[config.mk]
export PLATFORM = sky130hd
export DESIGN_NAME = mem_arbiter_flat
export DESIGN_NICKNAME = d
export VERILOG_FILES = /design/src/rtl/mem_arbiter_pkg.sv /design/src/rtl/mem_arbiter_if.sv /design/src/rtl/mem_arbiter_wait_timer.sv /design/src/rtl/mem_arbiter.sv /design/src/flat_wrapper.sv
export SDC_FILE = /design/constraint.sdc
export NUM_CORES = 1
export LEC_CHECK = 0
export ABC_AREA = 1
export CAP_MARGIN = 20
export CORE_MARGIN = 8
export CORE_UTILIZATION = 38
export CTS_CLUSTER_DIAMETER = 200
export DETAILED_ROUTE_END_ITERATION = 10
export HOLD_SLACK_MARGIN = 0.1
export PLACE_DENSITY = 0.77
export SETUP_SLACK_MARGIN = 0.1
export SYNTH_ARGS = -nofsm -noshare
export SYNTH_HDL_FRONTEND = slang
export SYNTH_SLANG_ARGS = --single-unit
[constraint.sdc]
create_clock -name clk -period 1.7 [get_ports clk]
set_clock_uncertainty 0.2 [all_clocks]
set_input_delay 0.34 -clock clk [delete_from_list [all_inputs] [get_ports clk]]
set_output_delay 0.34 -clock clk [all_outputs]
set_load 0.005 [all_outputs]
[src/rtl/mem_arbiter_pkg.sv]
// Shared types and defaults for the fetch/data memory-port arbiter.
package mem_arbiter_pkg;

  localparam int ADDR_W_DEF  = 32;
  localparam int DATA_W_DEF  = 32;
  localparam int TIMEOUT_DEF = 15;
  localparam int TO_W_DEF    = 4;

  typedef enum logic [1:0] {
    IDLE   = 2'd0,
    GNT_IF = 2'd1,
    GNT_D  = 2'd2
  } arb_state_e;

  typedef enum logic {
    GNT_ID_IF = 1'b0,
    GNT_ID_D  = 1'b1
  } grant_id_e;

  // On a conflict the requester that did not win last time goes first.
  function automatic grant_id_e pick_winner(input logic      elig_if,
                                            input logic      elig_d,
                                            input grant_id_e last);
    if (elig_if && elig_d) return (last == GNT_ID_IF) ? GNT_ID_D : GNT_ID_IF;
    else if (elig_d)       return GNT_ID_D;
    else                   return GNT_ID_IF;
  endfunction

endpackage

[src/rtl/mem_arbiter_if.sv]
// Core-side (fetch + data) and memory-side bus signals of the arbiter.
interface mem_arbiter_if #(
  parameter int ADDR_W = 32,
  parameter int DATA_W = 32
);
  logic              if_req;
  logic [ADDR_W-1:0] if_addr;
  logic              if_ack;
  logic [DATA_W-1:0] if_rdata;
  logic              if_err;

  logic              d_req;
  logic              d_we;
  logic [ADDR_W-1:0] d_addr;
  logic [DATA_W-1:0] d_wdata;
  logic              d_ack;
  logic [DATA_W-1:0] d_rdata;
  logic              d_err;

  logic              m_req;
  logic              m_we;
  logic [ADDR_W-1:0] m_addr;
  logic [DATA_W-1:0] m_wdata;
  logic [DATA_W-1:0] m_rdata;
  logic              m_ready;

  modport slave (
    input  if_req, if_addr, d_req, d_we, d_addr, d_wdata, m_rdata, m_ready,
    output if_ack, if_rdata, if_err, d_ack, d_rdata, d_err,
           m_req, m_we, m_addr, m_wdata
  );

  modport master (
    output if_req, if_addr, d_req, d_we, d_addr, d_wdata, m_rdata, m_ready,
    input  if_ack, if_rdata, if_err, d_ack, d_rdata, d_err,
           m_req, m_we, m_addr, m_wdata
  );
endinterface

[src/rtl/mem_arbiter_wait_timer.sv]
// Counts wait cycles of the current memory access; flags the last tolerated one.
module mem_arbiter_wait_timer #(
  parameter int TIMEOUT = 15,
  parameter int TO_W    = 4
) (
  input  logic clk,
  input  logic rst,
  input  logic i_clear,
  input  logic i_enable,
  output logic o_expired
);

  localparam logic [TO_W-1:0] TERM = (TIMEOUT == 0) ? '0 : TO_W'(TIMEOUT - 1);

  logic [TO_W-1:0] r_count;

  always_ff @(posedge clk or negedge rst) begin
    if (!rst)          r_count <= '0;
    else if (i_clear)  r_count <= '0;
    else if (i_enable) r_count <= r_count + 1'b1;
  end

  // TIMEOUT of zero means the access may wait forever.
  assign o_expired = (TIMEOUT != 0) && (r_count == TERM);

endmodule

[src/rtl/mem_arbiter.sv]
// Fair fetch/data arbiter in front of a single-port RAM with ready wait states
// and a bus timeout.
//   state  | meaning
//   IDLE   | no access in flight; arbitrate eligible requesters
//   GNT_IF | fetch owns the memory port, waiting for m_ready
//   GNT_D  | load/store owns the memory port, waiting for m_ready
module mem_arbiter
  import mem_arbiter_pkg::*;
#(
  parameter int ADDR_W  = ADDR_W_DEF,
  parameter int DATA_W  = DATA_W_DEF,
  parameter int TIMEOUT = TIMEOUT_DEF,
  parameter int TO_W    = TO_W_DEF
) (
  input  logic          clk,
  input  logic          rst,
  mem_arbiter_if.slave  bus
);

  arb_state_e        r_state,    w_state_nxt;
  grant_id_e         r_last,     w_last_nxt;
  logic              r_m_req,    w_m_req_nxt;
  logic              r_m_we,     w_m_we_nxt;
  logic [ADDR_W-1:0] r_m_addr,   w_m_addr_nxt;
  logic [DATA_W-1:0] r_m_wdata,  w_m_wdata_nxt;
  logic [DATA_W-1:0] r_if_rdata, w_if_rdata_nxt;
  logic [DATA_W-1:0] r_d_rdata,  w_d_rdata_nxt;
  logic              r_if_ack,   w_if_ack_nxt;
  logic              r_if_err,   w_if_err_nxt;
  logic              r_d_ack,    w_d_ack_nxt;
  logic              r_d_err,    w_d_err_nxt;

  logic              w_elig_if, w_elig_d;
  grant_id_e         w_winner;
  logic              w_tmr_clear, w_tmr_enable, w_tmr_expired;

  // A requester still holds req during its own ack/err cycle; ignore it then.
  assign w_elig_if = bus.if_req & ~(r_if_ack | r_if_err);
  assign w_elig_d  = bus.d_req  & ~(r_d_ack  | r_d_err);
  assign w_winner  = pick_winner(w_elig_if, w_elig_d, r_last);

  mem_arbiter_wait_timer #(
    .TIMEOUT (TIMEOUT),
    .TO_W    (TO_W)
  ) u_wait_timer (
    .clk       (clk),
    .rst       (rst),
    .i_clear   (w_tmr_clear),
    .i_enable  (w_tmr_enable),
    .o_expired (w_tmr_expired)
  );

  always_comb begin
    w_state_nxt    = r_state;
    w_last_nxt     = r_last;
    w_m_req_nxt    = r_m_req;
    w_m_we_nxt     = r_m_we;
    w_m_addr_nxt   = r_m_addr;
    w_m_wdata_nxt  = r_m_wdata;
    w_if_rdata_nxt = r_if_rdata;
    w_d_rdata_nxt  = r_d_rdata;
    w_if_ack_nxt   = 1'b0;
    w_if_err_nxt   = 1'b0;
    w_d_ack_nxt    = 1'b0;
    w_d_err_nxt    = 1'b0;
    w_tmr_clear    = 1'b0;
    w_tmr_enable   = 1'b0;

    case (r_state)
      IDLE: begin
        if (w_elig_if || w_elig_d) begin
          w_last_nxt  = w_winner;
          w_m_req_nxt = 1'b1;
          w_tmr_clear = 1'b1;
          if (w_winner == GNT_ID_D) begin
            w_state_nxt   = GNT_D;
            w_m_addr_nxt  = bus.d_addr;
            w_m_we_nxt    = bus.d_we;
            w_m_wdata_nxt = bus.d_wdata;
          end else begin
            w_state_nxt  = GNT_IF;
            w_m_addr_nxt = bus.if_addr;
            w_m_we_nxt   = 1'b0;
          end
        end
      end

      GNT_IF, GNT_D: begin
        if (bus.m_ready) begin
          w_state_nxt = IDLE;
          w_m_req_nxt = 1'b0;
          w_m_we_nxt  = 1'b0;
          if (r_state == GNT_IF) begin
            w_if_ack_nxt   = 1'b1;
            w_if_rdata_nxt = bus.m_rdata;
          end else begin
            w_d_ack_nxt = 1'b1;
            if (!r_m_we) w_d_rdata_nxt = bus.m_rdata;
          end
        end else begin
          w_tmr_enable = 1'b1;
          if (w_tmr_expired) begin
            w_state_nxt = IDLE;
            w_m_req_nxt = 1'b0;
            w_m_we_nxt  = 1'b0;
            if (r_state == GNT_IF) w_if_err_nxt = 1'b1;
            else                   w_d_err_nxt  = 1'b1;
          end
        end
      end

      default: w_state_nxt = IDLE;
    endcase
  end

  always_ff @(posedge clk or negedge rst) begin
    if (!rst) begin
      r_state    <= IDLE;
      r_last     <= GNT_ID_IF;
      r_m_req    <= 1'b0;
      r_m_we     <= 1'b0;
      r_m_addr   <= '0;
      r_m_wdata  <= '0;
      r_if_rdata <= '0;
      r_d_rdata  <= '0;
      r_if_ack   <= 1'b0;
      r_if_err   <= 1'b0;
      r_d_ack    <= 1'b0;
      r_d_err    <= 1'b0;
    end else begin
      r_state    <= w_state_nxt;
      r_last     <= w_last_nxt;
      r_m_req    <= w_m_req_nxt;
      r_m_we     <= w_m_we_nxt;
      r_m_addr   <= w_m_addr_nxt;
      r_m_wdata  <= w_m_wdata_nxt;
      r_if_rdata <= w_if_rdata_nxt;
      r_d_rdata  <= w_d_rdata_nxt;
      r_if_ack   <= w_if_ack_nxt;
      r_if_err   <= w_if_err_nxt;
      r_d_ack    <= w_d_ack_nxt;
      r_d_err    <= w_d_err_nxt;
    end
  end

  assign bus.m_req    = r_m_req;
  assign bus.m_we     = r_m_we;
  assign bus.m_addr   = r_m_addr;
  assign bus.m_wdata  = r_m_wdata;
  assign bus.if_rdata = r_if_rdata;
  assign bus.d_rdata  = r_d_rdata;
  assign bus.if_ack   = r_if_ack;
  assign bus.if_err   = r_if_err;
  assign bus.d_ack    = r_d_ack;
  assign bus.d_err    = r_d_err;

endmodule

[src/flat_wrapper.sv]
// flat-port wrapper written by rule: the top's interface ports become plain ports
module mem_arbiter_flat import mem_arbiter_pkg::*;
#(
  parameter int ADDR_W  = ADDR_W_DEF,
  parameter int DATA_W  = DATA_W_DEF,
  parameter int TIMEOUT = TIMEOUT_DEF,
  parameter int TO_W    = TO_W_DEF
)
  (clk, rst, bus_if_req, bus_if_addr, bus_d_req, bus_d_we, bus_d_addr, bus_d_wdata, bus_m_rdata, bus_m_ready, bus_if_ack, bus_if_rdata, bus_if_err, bus_d_ack, bus_d_rdata, bus_d_err, bus_m_req, bus_m_we, bus_m_addr, bus_m_wdata);
  mem_arbiter_if #(.ADDR_W(ADDR_W), .DATA_W(DATA_W)) bus_i ();
  input  logic clk;
  input  logic rst;
  input wire logic [$bits(bus_i.if_req)-1:0] bus_if_req;
  input wire logic [$bits(bus_i.if_addr)-1:0] bus_if_addr;
  input wire logic [$bits(bus_i.d_req)-1:0] bus_d_req;
  input wire logic [$bits(bus_i.d_we)-1:0] bus_d_we;
  input wire logic [$bits(bus_i.d_addr)-1:0] bus_d_addr;
  input wire logic [$bits(bus_i.d_wdata)-1:0] bus_d_wdata;
  input wire logic [$bits(bus_i.m_rdata)-1:0] bus_m_rdata;
  input wire logic [$bits(bus_i.m_ready)-1:0] bus_m_ready;
  output wire logic [$bits(bus_i.if_ack)-1:0] bus_if_ack;
  output wire logic [$bits(bus_i.if_rdata)-1:0] bus_if_rdata;
  output wire logic [$bits(bus_i.if_err)-1:0] bus_if_err;
  output wire logic [$bits(bus_i.d_ack)-1:0] bus_d_ack;
  output wire logic [$bits(bus_i.d_rdata)-1:0] bus_d_rdata;
  output wire logic [$bits(bus_i.d_err)-1:0] bus_d_err;
  output wire logic [$bits(bus_i.m_req)-1:0] bus_m_req;
  output wire logic [$bits(bus_i.m_we)-1:0] bus_m_we;
  output wire logic [$bits(bus_i.m_addr)-1:0] bus_m_addr;
  output wire logic [$bits(bus_i.m_wdata)-1:0] bus_m_wdata;
  assign bus_i.if_req = bus_if_req;
  assign bus_i.if_addr = bus_if_addr;
  assign bus_i.d_req = bus_d_req;
  assign bus_i.d_we = bus_d_we;
  assign bus_i.d_addr = bus_d_addr;
  assign bus_i.d_wdata = bus_d_wdata;
  assign bus_i.m_rdata = bus_m_rdata;
  assign bus_i.m_ready = bus_m_ready;
  assign bus_if_ack = bus_i.if_ack;
  assign bus_if_rdata = bus_i.if_rdata;
  assign bus_if_err = bus_i.if_err;
  assign bus_d_ack = bus_i.d_ack;
  assign bus_d_rdata = bus_i.d_rdata;
  assign bus_d_err = bus_i.d_err;
  assign bus_m_req = bus_i.m_req;
  assign bus_m_we = bus_i.m_we;
  assign bus_m_addr = bus_i.m_addr;
  assign bus_m_wdata = bus_i.m_wdata;
  mem_arbiter #(.ADDR_W(ADDR_W), .DATA_W(DATA_W), .TIMEOUT(TIMEOUT), .TO_W(TO_W)) u_core (.clk(clk), .rst(rst), .bus(bus_i));
endmodule
Yosys cells after proc, flatten, opt, wreduce, memory -nomap -nowiden
Cells that the tools add are included.
{ "word_totals": {"ff_bits": 141, "latch_bits": 0, "mem_bits_rw": 0, "romBits": 0, "inputBits": 134, "output_inout_bits": 134, "elab_cells": 73, "n_memories": 0} }
{ "op_classes": {"n_addsub": 1, "mul": 0, "div_mod_pow": 0, "n_lt_le_gt_ge": 0, "n_eq_ne": 5, "shift": 0, "muxes": 34, "n_bitwise": 8, "n_reduce_logical": 12} }
{ "op_table": {"columns": ["op", "n"], "rows": [
  ["$mux 32", 1],
  ["$mux 1", 24],
  ["$reduce_and 3->1", 3],
  ["$mux 2", 4],
  ["$mux 4", 2],
  ["$add 4x1->4 const B", 1],
  ["$eq 4x4->1 const B", 1],
  ["$not 1->1", 4],
  ["$pmux 1 s2", 2],
  ["$pmux 2 s2", 1],
  ["$reduce_and 2->1", 2],
  ["$reduce_and 4->1", 1],
  ["$reduce_bool 2->1", 2],
  ["$ne 3x3->1 const B", 1],
  ["$and 1x1->1", 2],
  ["$eq 2x1->1 const B", 1],
  ["$eq 2x2->1 const B", 1],
  ["$logic_not 2->1", 1],
  ["$ne 2x1->1 const B", 1],
  ["$or 1x1->1", 2],
  ["$reduce_or 2->1", 1],
  ["$logic_and 1x1->1", 1],
  ["$logic_or 1x1->1", 1]
]} }

Depth between registers and ports, before layout
{ "logic_depth": {"word_depth": 8, "ltp_mapped": 8, "mapped_depth_nobuf": 8} }

Hierarchy
From an unflattened synthesis, not the netlist that was laid out.
{ "unflattened": {"cells_unflattened": 698, "hier_area_um2": 5896.9} }
{ "by_module_without_submodules": {"columns": ["mod", "instances", "cells_each", "area_each_um2", "seq_area_each_um2"], "rows": [
  ["mem_arbiter", 1, 673, 5686.7, 3428.3],
  ["mem_arbiter_wait_timer", 1, 25, 210.2, 100.1]
]} }

Worst setup path after synthesis
Ideal clock, no wire load.
{ "synth_timing": {"path_type": "register to register", "from": "reg u_core.r_state[0]", "to": "reg u_core.r_if_rdata[21] (netlist: u_core.bus.if_rdata[21])", "setup_time_ns": 0.077, "arrival_time_ns": 1.358, "required_ns": 1.423, "slack_ns": 0.065, "stages_incl_launch_ff": 9, "path_buffers": 1, "synth_period_minus_slack_ns": 1.635, "path_cell_list": "dfrtp_1 -> inv_1 -> ha_1 -> nand2_1 -> nor2_2 -> inv_2 -> clkbuf_1 -> nand2_1 -> o21ai_1"} }
{ "synth_via": {"elab_chain_len": 3, "word_cells_on_any_way": 4, "cone_classes": "eq/ne: 2; reduce/logical: 2"} }
{ "synth_lines": {"columns": ["element", "line", "rtl"], "rows": [
  ["from (decl)", "mem_arbiter.sv:20", "arb_state_e r_state, w_state_nxt;"],
  ["from (signal assigned)", "mem_arbiter.sv:131", "r_state <= w_state_nxt;"],
  ["$eq 2x2->1 or $eq 2x1->1 (tied branches)", "mem_arbiter.sv:69, mem_arbiter.sv:93", null],
  ["$reduce_or 2->1", "mem_arbiter.sv:69", "case (r_state)"],
  ["$reduce_and 3->1 (no source line) *", null, null],
  ["to (signal assigned)", "mem_arbiter.sv:137", "r_if_rdata <= w_if_rdata_nxt;"],
  ["to (decl)", "mem_arbiter.sv:26", "logic [DATA_W-1:0] r_if_rdata, w_if_rdata_nxt;"]
]} }
Mark *: on every way between the ends. The rest lies on a longest branch, timed or not.
A chain may end at the register's enable or synchronous reset.

Worst setup path after layout
{ "layout_timing": {"from": "reg u_core.r_state[1]", "to": "reg u_core.r_d_rdata[27] (netlist: u_core.bus.d_rdata[27])"} }
{ "layout_via": {"elab_chain_len": 3, "word_cells_on_any_way": 5, "cone_classes": "eq/ne: 2; bitwise: 1; reduce/logical: 2"} }
{ "layout_lines": {"columns": ["element", "line", "rtl"], "rows": [
  ["$eq 2x2->1 or $eq 2x1->1 (tied branches)", "mem_arbiter.sv:69, mem_arbiter.sv:93", null],
  ["$reduce_or 2->1 or $not 1->1 (tied branches)", null, null],
  ["$reduce_and 4->1 (no source line) *", null, null],
  ["to (signal assigned)", "mem_arbiter.sv:138", "r_d_rdata <= w_d_rdata_nxt;"],
  ["to (decl)", "mem_arbiter.sv:27", "logic [DATA_W-1:0] r_d_rdata, w_d_rdata_nxt;"]
]} }
Marks and branches as above.

==> summary.md <==
| Metric | Value |
|---|---|
| Fraction of synthesized cell area in xor and xnor cells | 0.144% |
| Flop pwr share | 31.0% |
| Endpoints failing hold | 0 |
| Switching power share of the total | 37.9% |
| Min Clock Period, post-route | 1730 ps |
| Vias in the first global route | 6012 |
| Worst-skew pair later-pin latency | 420 ps |
| Die Y | 142 um |
| Mapped Nets | 863 |
| Vias | 6306 |
| Num rows | 46 |
| Worst min path class | input port to asynchronous set/reset pin |
| Final slew viol count | 0 |
| Post-route cell area | 0.0112 mm^2 |
| Internal power | 11.7 mW |
| Mux cell area share after synthesis | 0% |
| Port bufs | 267 |
| Ys flop type | dfrtp_1 |
| N_diodes | 0 |
| Routed WL per cell | 18.0 um |
| Die area | 0.0203 mm^2 |
| Via density | 4.81 |
| H-tree depth | 4 |
| Drt drc | 0 |
| Total track usage | 19.9% |
| Largest family of logic cells by synthesized area | simple AND/OR/NAND/NOR gates |
| Psw | 7.15 mW |
| Simple-Gate Fraction of Synth Area | 25.7% |
| Final Worst Setup Slack | -29.6 ps |
| I/O pin cnt | 268 |
| Final wirelength | 23700 um |
| Crit path DAT | 1830 ps |
| Leakage | 5.83 nW |
| Synth cell types | 24 |
| Crit Path Max Fanout | 12 |
| Synth Cell Area | 0.00608 mm^2 |
| CTS buffer count | 17 |
| PwrDens | 1690 mW/mm^2 |
| Initial antenna violation count | 0 |
| Clock root cell | clkbuf_16 |
| Clk buf depth | 2 |
| Worst-Margin Slew | 328 ps |
| Nets@finish | 1221 |
| Initial drt markers | 315 |
| Area growth from synthesis to layout | 83.7% |
| Most frequent cell after synthesis | nand2_1 |
| Max-Cap Viols | 0 |
| Critical Path Stages | 8 |
| Clock share of power | 19.5% |
| Synth area leaders | dfrtp_1 (58%), nand2_1 (17%), inv_1 (6.6%) |
| TritonRoute pass-1 iters | 5 |
| Mapped Cells | 725 |
| Post-Synth Adder-Cell Area | 0.823% |
| CTS tree | built |
| Fillers | 1160 |
| # setup viols final | 5 |
| Comb pwr share | 49.5% |
| Placed inst area | 0.00926 mm^2 |
| Slowest-stage cell, CP | dfrtp_1 |
| Core region area | 0.0158 mm^2 |
| First-pass GRT wire length | 31800 um |
| Overflow after GRT | 0 |
| Synth Register Bits | 141 |
| Worst EP required | 1800 ps |
| Relative slew slack | 78.2% |
| Largest net degree at the start of global routing | 52 |
| R2R depth | 8 |
| CP bufs+invs | 2 |
| Die extent in x | 142 um |
| Avg Cell Area, Syn | 8.39 um^2 |
| Asr flop ratio synth | 100% |
| Outcome | complete, but fails checks |
| Yosys top cell area share | 58.0% |
| Post-synth top area cell | dfrtp_1 |
| Final Cycle Share | 102% |
| Synth top cells by count | nand2_1 (278), dfrtp_1 (141), inv_1 (107) |
| Worst hold margin | 185 ps |
| Share of cells above drive strength 1 | 37.0% |
| Initial Utilization | 38.6% |
| Kind of critical path | flop to flop |
| RSZ-0062 raised after global routing | yes |
| ANT nets after route | 0 |
| Routability cong. | 0.817 |
| Synth Warn # | 0 |
| EDFF count, synth | 0 |
| Failing checks | setup timing |
| Worst path max stage delay | 370 ps |
| Critical path startpoint category | flop |
| Fmax | 0.578 GHz |
| Total Power | 18.9 mW |
| CP top delay family | simple AND/OR/NAND/NOR gates |
| Sink Count | 141 |
| Post-synthesis sequential area ratio | 58.0% |
| Maximum VDD drop | 876 uV |
| DP HPWL | 14200 um |
| Clk pin slew, worst setup/hold paths | 70 ps |
| Critical-path cell list | inv_2 > ha_4 > nand2_4 > nor2_4 > nand2_8 > clkbuf_16 > nand2_1 > o21ai_1 |
| Critical path endpoint category | flop |
| Post-synthesis compound-gate area fraction | 5.43% |
## state kept, by name, summed over array words and instances (netlist names)
| name | count |
|---|---|
| u_core.bus.if_err | 1 |
| u_core.bus.if_ack | 1 |
| u_core.r_state | 2 |
| u_core.bus.m_req | 1 |
| u_core.r_last | 1 |
| u_core.bus.d_err | 1 |
| u_core.bus.d_ack | 1 |
| u_core.bus.if_rdata | 32 |
| u_core.bus.m_addr | 32 |
| u_core.u_wait_timer.r_count | 4 |
| u_core.bus.m_wdata | 32 |
| u_core.bus.d_rdata | 32 |
| u_core.bus.m_we | 1 |
## routing by layer
layer  vias up  track usage, %  routed length, um
met1      3050            23.3               8740
li1       2941               -                  -
met4         0            6.60                783
met5         -               0                  0
met3        51            8.35               2050
met2       264            32.5              12100
## final timing paths
| check | end | startpoint | slack (ps) |
|---|---|---|---|
| max | u_core.bus.d_rdata[27] | u_core.r_state[1] | -30 |
| min | u_core.bus.m_addr[5] | rst | 180 |
| max reg2reg | u_core.bus.d_rdata[27] | u_core.r_state[1] | -30 |
| min reg2reg | u_core.bus.m_addr[3] | u_core.bus.m_addr[3] | 280 |
| max in group asynchronous | u_core.bus.m_wdata[10] | rst | 520 |
| min in group clk | u_core.bus.m_wdata[31] | bus_d_wdata[31] | 270 |
## cells in the final DEF (no fill, tap or decap), drive strengths merged
cell           count
nand2            283
dfrtp            141
clkdlybuf4s50    132
inv              117
buf              102
clkbuf            93
nand3             70
o21ai             66
clkdlybuf4s15     61
nor2              12
clkinv             5
nor3               4
ha                 4
clkinvlp           2
xor2               1
or2                1
bufinv             1
dlygate4sd3        1
## power by group through the flow
stage | Sequential (mW) | Combinational [mW] | Clock (mW)
floorplan | 5.85 | 2.84 | 0
global placement | 5.76 | 7.48 | 0
detailed placement | 5.77 | 7.63 | 0
CTS | 5.81 | 7.81 | 3.72
global route | 6.00 | 10.1 | 3.89
finish | 5.85 | 9.34 | 3.68
## timing repair
item,CTS,global route
cloned,3,13
setup endpoints to repair,225,213
hold buffers,1,0
pin swaps,30,69
endpoints found under the hold margin,141,0
resized for setup,377,274
buffers inserted,27,23
## through the flow
step | TNS (ps) | std cells | setup slack [ps] | util [%]
floorplan | 0 | 725 | 103 | -
global placement | -14590 | 1216 | -183 | 58.7
detailed placement | -18900 | 1216 | -232 | 58.7
CTS | 0 | 1279 | 18.2 | 65.3
global route | -3860 | 1312 | -108 | 70.8
finish | -78.3 | 1312 | -29.6 | 70.8
## final cells by class
class / instances / area [um^2] / area share [%]
Tap cell: 216 / 270 / 2.42
Sequential cell: 141 / 3530 / 31.6
Timing Repair Buffer: 372 / 3560 / 31.8
Clock buffer: 17 / 425 / 3.81
Inverter: 110 / 438 / 3.92
Multi-Input combinational cell: 441 / 2800 / 25.0
Clock inverter: 15 / 151 / 1.36
## kinds of logic after synthesis
logic type / Yosys count
xor+xnor: 1
flops: 141
simple gates: 370
fa+ha+maj: 4
compound gates: 66
buf+inv: 143
Note: power is estimated with default switching activity, not from simulation.
